`config.mk`:
```
export PLATFORM = sky130hd
export DESIGN_NAME = piso_serializer_tx
export DESIGN_NICKNAME = d
export VERILOG_FILES = /design/src/rtl/piso_pkg.sv /design/src/rtl/piso_serializer_tx_shift_stage.sv /design/src/rtl/piso_serializer_tx.sv
export SDC_FILE = /design/constraint.sdc
export NUM_CORES = 1
export LEC_CHECK = 0
export CORE_MARGIN = 8
export CORE_UTILIZATION = 40
export CTS_CLUSTER_DIAMETER = 50
export CTS_CLUSTER_SIZE = 25
export DETAILED_ROUTE_END_ITERATION = 8
export GPL_ROUTABILITY_DRIVEN = 0
export PLACE_DENSITY_LB_ADDON = 0.05
export SETUP_SLACK_MARGIN = 0.15
export SYNTH_ARGS = -nofsm -noshare
export SYNTH_HDL_FRONTEND = slang
export SYNTH_SLANG_ARGS = --single-unit
```
`constraint.sdc`:
```
create_clock -name clk -period 1.4 [get_ports clk]
set_input_delay 0.28 -clock clk [delete_from_list [all_inputs] [get_ports clk]]
set_output_delay 0.28 -clock clk [all_outputs]
set_load 0.02 [all_outputs]
```
`src/rtl/piso_pkg.sv`:
```
// piso_pkg: shared FSM state type and sizing helper for the PISO serializer
//   state_t : IDLE / SHIFT / PARITY encoding
//   cnt_w() : bit-counter width for a given word width
package piso_pkg;
  typedef enum logic [1:0] {IDLE = 2'd0, SHIFT = 2'd1, PARITY = 2'd2} state_t;
  function automatic int cnt_w(input int w);
    return (w < 2) ? 1 : $clog2(w);
  endfunction
endpackage

```
`src/rtl/piso_serializer_tx_shift_stage.sv`:
```
// piso_shift_stage: one storage bit of the serializer, 2:1 load/shift select into an async-clear flop
//   clk, rst_n : clock, asynchronous active-low clear
//   i_en       : update enable (holds value when low)
//   i_sel      : 1 = take i_load_d, 0 = take i_shift_d
//   i_load_d   : parallel load bit
//   i_shift_d  : neighbour bit for shifting
//   o_q        : stored bit
module piso_shift_stage (
  input  logic clk,
  input  logic rst_n,
  input  logic i_en,
  input  logic i_sel,
  input  logic i_load_d,
  input  logic i_shift_d,
  output logic o_q
);
  logic w_d;
  assign w_d = i_en ? (i_sel ? i_load_d : i_shift_d) : o_q;
  always_ff @(posedge clk or negedge rst_n)
    if (!rst_n) o_q <= 1'b0;
    else        o_q <= w_d;
endmodule

```
`src/rtl/piso_serializer_tx.sv`:
```
// piso_serializer_tx: parallel-in serial-out transmitter with valid/ready load and zero-gap frames
//   clk, rst_n   : clock, asynchronous active-low reset
//   din          : parallel word, captured when load_valid && load_ready
//   load_valid   : producer has a word
//   load_ready   : combinational; high in IDLE and in the final cycle of a frame
//   sout         : registered serial bit (0 when idle)
//   sout_valid   : sout carries a frame bit
//   frame_start  : first bit of a frame
//   busy         : frame in flight
// Optional: define PISO_PARITY_EN to append an even-parity bit after each word.
module piso_serializer_tx
  import piso_pkg::*;
#(
  parameter int WIDTH     = 8,
  parameter bit MSB_FIRST = 1'b1
) (
  input  logic             clk,
  input  logic             rst_n,
  input  logic [WIDTH-1:0] din,
  input  logic             load_valid,
  output logic             load_ready,
  output logic             sout,
  output logic             sout_valid,
  output logic             frame_start,
  output logic             busy
);
  localparam int CW = cnt_w(WIDTH);
  state_t           r_state, w_state_nx;
  logic [CW-1:0]    r_cnt, w_cnt_nx;
  logic [WIDTH-1:0] r_sr;
  logic [WIDTH-1:0] w_load_d, w_shift_d;
  logic             r_sout, w_sout_nx;
  logic             r_frame_start;
  logic             w_last, w_xfer, w_adv, w_first, w_sr_out, w_sr_en;
`ifdef PISO_PARITY_EN
  logic             r_par;
`endif
  // The first bit goes straight to sout at the load edge, so the register
  // captures the word already advanced by one position.
  genvar i;
  generate
    for (i = 0; i < WIDTH; i++) begin : g_stage
      if (MSB_FIRST) begin : g_msb
        assign w_load_d[i]  = (i == 0) ? 1'b0 : din[(i == 0) ? 0 : i-1];
        assign w_shift_d[i] = (i == 0) ? 1'b0 : r_sr[(i == 0) ? 0 : i-1];
      end else begin : g_lsb
        assign w_load_d[i]  = (i == WIDTH-1) ? 1'b0 : din[(i == WIDTH-1) ? i : i+1];
        assign w_shift_d[i] = (i == WIDTH-1) ? 1'b0 : r_sr[(i == WIDTH-1) ? i : i+1];
      end
      piso_shift_stage u_stage (
        .clk       (clk),
        .rst_n     (rst_n),
        .i_en      (w_sr_en),
        .i_sel     (w_xfer),
        .i_load_d  (w_load_d[i]),
        .i_shift_d (w_shift_d[i]),
        .o_q       (r_sr[i])
      );
    end
  endgenerate
  assign w_first  = MSB_FIRST ? din[WIDTH-1]  : din[0];
  assign w_sr_out = MSB_FIRST ? r_sr[WIDTH-1] : r_sr[0];
  always_comb begin
    w_last     = (r_state == SHIFT) && (r_cnt == CW'(WIDTH-1));
    w_adv      = (r_state == SHIFT) && !w_last;
`ifdef PISO_PARITY_EN
    load_ready = (r_state == IDLE) || (r_state == PARITY);
`else
    load_ready = (r_state == IDLE) || w_last;
`endif
    w_xfer     = load_valid && load_ready;
    w_sr_en    = w_xfer || (r_state == SHIFT);
    w_cnt_nx   = (w_adv && !w_xfer) ? r_cnt + CW'(1) : '0;
`ifdef PISO_PARITY_EN
    w_state_nx = (w_xfer || w_adv) ? SHIFT : w_last ? PARITY : IDLE;
    w_sout_nx  = w_xfer ? w_first : w_adv ? w_sr_out : w_last ? r_par : 1'b0;
`else
    w_state_nx = (w_xfer || w_adv) ? SHIFT : IDLE;
    w_sout_nx  = w_xfer ? w_first : w_adv ? w_sr_out : 1'b0;
`endif
  end
  always_ff @(posedge clk or negedge rst_n)
    if (!rst_n) begin
      r_state       <= IDLE;
      r_cnt         <= '0;
      r_sout        <= 1'b0;
      r_frame_start <= 1'b0;
    end else begin
      r_state       <= w_state_nx;
      r_cnt         <= w_cnt_nx;
      r_sout        <= w_sout_nx;
      r_frame_start <= w_xfer;
    end
`ifdef PISO_PARITY_EN
  always_ff @(posedge clk or negedge rst_n)
    if (!rst_n)      r_par <= 1'b0;
    else if (w_xfer) r_par <= ^din;
`endif
  assign sout        = r_sout;
  assign sout_valid  = (r_state != IDLE);
  assign busy        = (r_state != IDLE);
  assign frame_start = r_frame_start;
endmodule

```
======== Yosys cells after proc, flatten, opt, wreduce, memory -nomap -nowiden ========
Cells that the tools add are included.
cells by class
  add/subtract/negate cells ............... 1
  multiply operators ...................... 0
  divide/modulo/power cells ............... 0
  magnitude comparators ................... 0
  equal/unequal tests ..................... 2
  shift operators ......................... 0
  multiplexer cells ....................... 11
  bitwise logic cells ..................... 0
  reduce and logical (&&, ||, !) cells .... 11
operators by type and width
  kind                                                           count
  1-bit two-way mux                                              10
  1-bit logical AND                                              4
  3-bit by 1-bit adder with 3-bit output, second input constant  1
  3-bit equality test, second input constant                     1
  1-bit logical OR                                               3
  3-bit two-way mux                                              1
  1-bit zero test                                                2
  2-bit zero test                                                1
  2-bit nonzero test                                             1
  1-bit equality test, second input constant                     1
storage, ports and cells
  register bits ........................... 13
  bits in latches ......................... 0
  memory bits (writable) .................. 0
  memory bits (read-only) ................. 0
  input bits .............................. 11
  output and inout port bits .............. 5
  word-level logic and storage cells ...... 36
  memories kept ........................... 0

======== Longest topological paths before layout ========
  depth in word-level cells ............... 7
  mapped depth ............................ 6
  mapped depth without buffers ............ 5

======== Modules after synthesis ========
A second synthesis with hierarchy kept.
unflattened totals
  cells, all modules ...................... 53
  area, all modules ....................... 608.1 sq um
by module, submodules not included
  module              instances  cells each  area each (sq um)  seq. area each (sq um)
  piso_shift_stage    8          4           43.8               25.0
  piso_serializer_tx  1          21          257.7              150.1

======== Worst setup path after synthesis ========
No wires, ideal clock.
  kind .................................... flip-flop to flip-flop
  start ................................... reg r_cnt[0]
  end ..................................... reg g_stage[5].u_stage.o_q
  library setup time ...................... 123 ps
  arrival time ............................ 1264 ps
  data required time ...................... 1277 ps
  path slack .............................. 13 ps
  cell stages (with the launch flop) ...... 6
  path buffers ............................ 1
  period minus slack after synthesis ...... 1387 ps
  cells stage by stage .................... dfrtp_1 > ha_1 > ha_1 > nand2b_4 > buf_6 > o221a_2
between the ends
  longest elaborated chain between the ends .. 5
  elaborated cells on any way between the ends .. 6
  those cells by class .................... 1 x eq/ne; 1 x mux; 4 x reduce/logical
ends and longest elaborated chain
  what                                                   RTL line                                                        RTL
  start, declared                                        piso_serializer_tx.sv:29                                        logic [CW-1:0] r_cnt, w_cnt_nx;
  start signal, assigned                                 piso_serializer_tx.sv:90                                        r_cnt <= w_cnt_nx;
  3-bit equality test (*)                                piso_serializer_tx.sv:64                                        w_last = (r_state == SHIFT) && (r_cnt == CW'(WIDTH-1));
  1-bit logical AND (*)                                  piso_serializer_tx.sv:64
  1-bit logical OR (*)                                   piso_serializer_tx.sv:69                                        load_ready = (r_state == IDLE) || w_last;
  named net load_ready                                   piso_serializer_tx.sv:21                                        output logic load_ready,
  1-bit logical AND (*)                                  piso_serializer_tx.sv:71                                        w_xfer = load_valid && load_ready;
  1-bit two-way mux or 1-bit logical OR (tied branches)  piso_serializer_tx_shift_stage.sv:18, piso_serializer_tx.sv:72
  end signal, assigned                                   piso_serializer_tx_shift_stage.sv:21                            else o_q <= w_d;
  end, declared                                          piso_serializer_tx_shift_stage.sv:15                            output logic o_q
Mark *: on every way through the listed nets, which the timed path passes. The rest lies on a longest branch.
A chain may end at the register's enable or synchronous reset.

======== Worst setup path in the final report ========
  start ................................... reg r_cnt[0]
  end ..................................... out load_ready
between the ends
  longest elaborated chain between the ends .. 3
ends and longest elaborated chain
  what                 RTL line
  3-bit equality test  piso_serializer_tx.sv:64
  1-bit logical AND    piso_serializer_tx.sv:64
  1-bit logical OR     piso_serializer_tx.sv:69
  end, declared        piso_serializer_tx.sv:21
Every way passes these cells.

==> flow_summary.toml <==
[run_status]
outcome = "finished with violations"
violations = "setup timing"

[floorplan]
die_area_mm2 = 0.00301
io_pins = 16
vertical_die_dimension_um = 54.8
fp-row-count = 14
chip_width_um = 54.8
starting_density = 0.415
area_of_the_core_region_mm2 = 0.00145

[timing]
finalCritPeriodShare = 1.11
fmax_ghz = 0.644
worst_hold_slack_ns = 0.317
timing.slew.headroom = 0.850
final.setup_skew_ns = 0.00108
setup_slack_ns = -0.152
maxSlewViolCount = 0
finalHoldViolations = 0
final.min_clock_period_ns = 1.55
setup_violations = 3
worst_pin_slew_ns = 0.225
fin_setup_tns_ns = -0.358
setup_repair_after_global_routing_missed_its_margin = "true"

[clock_tree]
clock_tree_root_driver_cell = "clkbuf_4"
tritoncts.num_buffers = 3
numClockSinks = 13
clock_latency_ns = 0.28
clkTransAtPathRegs_ns = 0.08
cts_hold_buf = 0
cts-root-to-sink-buffers = 2
h-tree-depth = 1
tritoncts = "built"

[power_and_ir_drop]
power-per-cell-area_mw_per_mm2 = 1840
netSwitchingPower_uw = 561
power.static_leakage_nw = 0.442
seq_power_share = 0.380
portion_of_total_power_attributed_to_combinational_logic = 0.472
netSwitchingFraction = 0.350
clock_power_share = 0.148
worst_ir_drop_vdd_mv = 0.990
p_int_mw = 1.04

[logic_synthesis]
synth.lib_cells_used.distinct = 14
yosysWarningCount = 0
synth.net_count = 64
synth-seq-cells = 13
synth_seq_area_share = 0.539
netlist_instances = 51
syn_area_um2 = 603
syn_area_per_cell_um2 = 11.8

[placement]
preCtsSetupSlack_ns = -0.269
io_buffers = 15
placed_area_um2 = 811
dp_hpwl_um = 964
place_inst = 85

[setup_path]
critPathMostFrequentCell = "ha_2"
worstPathBufferInverterCount = 1
worstPathArrival_ns = 1.27
cp-start-kind = "flip-flop"
timing.critical_path.to_type = "output port"
setup.reg_to_reg.worst_slack_ns = -0.11
regToRegEndpoint = "g_stage[7].u_stage.o_q"
path_delay_family = "flip-flops"
worst-setup-path-type = "reg2out"
worstRegToRegCells = 6
worstPathCellList = "ha_2, ha_2, nand2b_4, buf_6"
crit_required_ns = 1.12
timing.rr.start = "r_cnt[0]"
critical_path_maximum_fanout = 2
crit_slowest_cell = "dfrtp_1"
crit_path_max_incr_delay_ns = 0.40

[routing]
wl_per_cell_um = 14.8
totalWireLength_um = 1350
detail_route.vias_per_cell = 5.03
detailedRoute.firstPassIterationCount = 3
drt_first_iter_violations = 10
postRouteAntennaNets = 0
num_vias = 458
remaining_drc_errors = 0

[grt]
number_of_global_route_vias_before_repair = 493
track_usage = 0.107
grt_overflow = 0
global_route_wire_length_before_repair_um = 2230
grt_max_degree = 14
grt_antenna_before_repair = 0

[layout]
finish.instance_area_um2 = 871
num_antenna_cells = 0
layoutNonFillerInstCount = 91
n_fill_cell = 125
multi_input_combinational_cell_area_um2 = 270
area.growth.synth_to_final_pct = 44.4
final_net_count = 89
seq_area_um2 = 327
drive_gt1_frac = 0.347

[worst_hold_path]
timing.hold.worst.class = "in2async"

[job]
drv.max_cap_violation_count = 0
==> final cells by class <==
cell class / instances / area share
Clock buffer: 4 / 0.0302
Inverter: 5 / 0.0216
Multi-Input combinational cell: 30 / 0.310
Sequential cell: 13 / 0.375
Tap cell: 16 / 0.0230
Timing Repair Buffer: 23 / 0.240
==> metal layers <==
metal,vias up,part of all wire,global-route usage
met1,216,0.45,0.118
li1,225,-,-
met4,0,0.019,0.0738
met2,13,0.44,0.164
met5,-,0,0
met3,4,0.085,0.0435
==> worst max-delay path by stage <==
stage,from,to,depth (start not counted)
finish,r_cnt[0],load_ready,4
detailed placement,r_cnt[0],load_ready,4
CTS,r_cnt[0],load_ready,4
global route,r_cnt[0],load_ready,4
floorplan,r_cnt[0],g_stage[5].u_stage.o_q,5
global placement,r_cnt[0],load_ready,4
==> logic make-up (layout without fill, tap and decap cells) <==
kind of cell / after synthesis / after routing / share of synthesized area
AO/OA/AOI/OAI: 9 / 9 / 0.149
multiplexers: 5 / 5 / 0.0830
AND/OR/NAND/NOR: 14 / 14 / 0.106
buffers and inverters: 8 / 32 / 0.0809
flip-flops: 13 / 13 / 0.539
adder cells (fa/ha/maj): 2 / 2 / 0.0415
==> layout by cell type (no fill, tap or decap), types with 2 or more instances in the layout <==
master           Yosys  routed
buf_2                0       2
buf_4                1       6
buf_6                2       3
clkbuf_4             0       3
clkdlybuf4s15_1      0       2
clkdlybuf4s50_1      0      10
dfrtp_1             13      12
ha_2                 0       2
inv_1                5       5
mux2i_1              5       5
nand2_1              8       7
nor2_1               4       3
o221a_2              6       4
o221a_4              0       2
==> synth_stat cells <==
cell | instances | share of area
mux2i_1 | 5 | 0.083
buf_6 | 2 | 0.037
buf_4 | 1 | 0.012
nand2_1 | 8 | 0.050
nand2b_4 | 1 | 0.023
o21ai_0 | 1 | 0.0083
nor2_1 | 4 | 0.025
ha_1 | 2 | 0.041
a32o_1 | 1 | 0.017
o221a_2 | 6 | 0.11
o211ai_1 | 1 | 0.012
inv_1 | 5 | 0.031
nand3_1 | 1 | 0.0083
dfrtp_1 | 13 | 0.54
==> metrics by stage <==
| step | util | power, mW |
|---|---|---|
| after floorplan | - | 1.09 |
| after global placement | 0.558 | 1.28 |
| after detailed placement | 0.558 | 1.29 |
| after CTS | 0.588 | 1.56 |
| after global routing | 0.599 | 1.73 |
| final | 0.599 | 1.60 |
==> flip-flops by register name, indices dropped and copies added, names as in the netlist <==
name                 flops
sout                     1
r_state                  1
g_stage.u_stage.o_q      7
r_cnt                    3
frame_start              1
==> power groups by stage <==
| stage | logic, mW | clock network, mW | registers, mW |
|---|---|---|---|
| floorplan | 0.475 | 0 | 0.614 |
| CTS | 0.716 | 0.238 | 0.608 |
| finish | 0.756 | 0.238 | 0.609 |
| global placement | 0.666 | 0 | 0.610 |
| global route | 0.850 | 0.253 | 0.624 |
| detailed placement | 0.673 | 0 | 0.616 |
==> repair_timing <==
| item | in CTS | in global routing |
|---|---|---|
| endpoints found under the setup margin | 18 | 16 |
| pin swaps | 1 | 0 |
| setup buffers | 1 | 1 |
| gates cloned | 0 | 0 |
| gates resized for setup | 21 | 4 |
No activity file was read; power rests on OpenSTA's default activity.
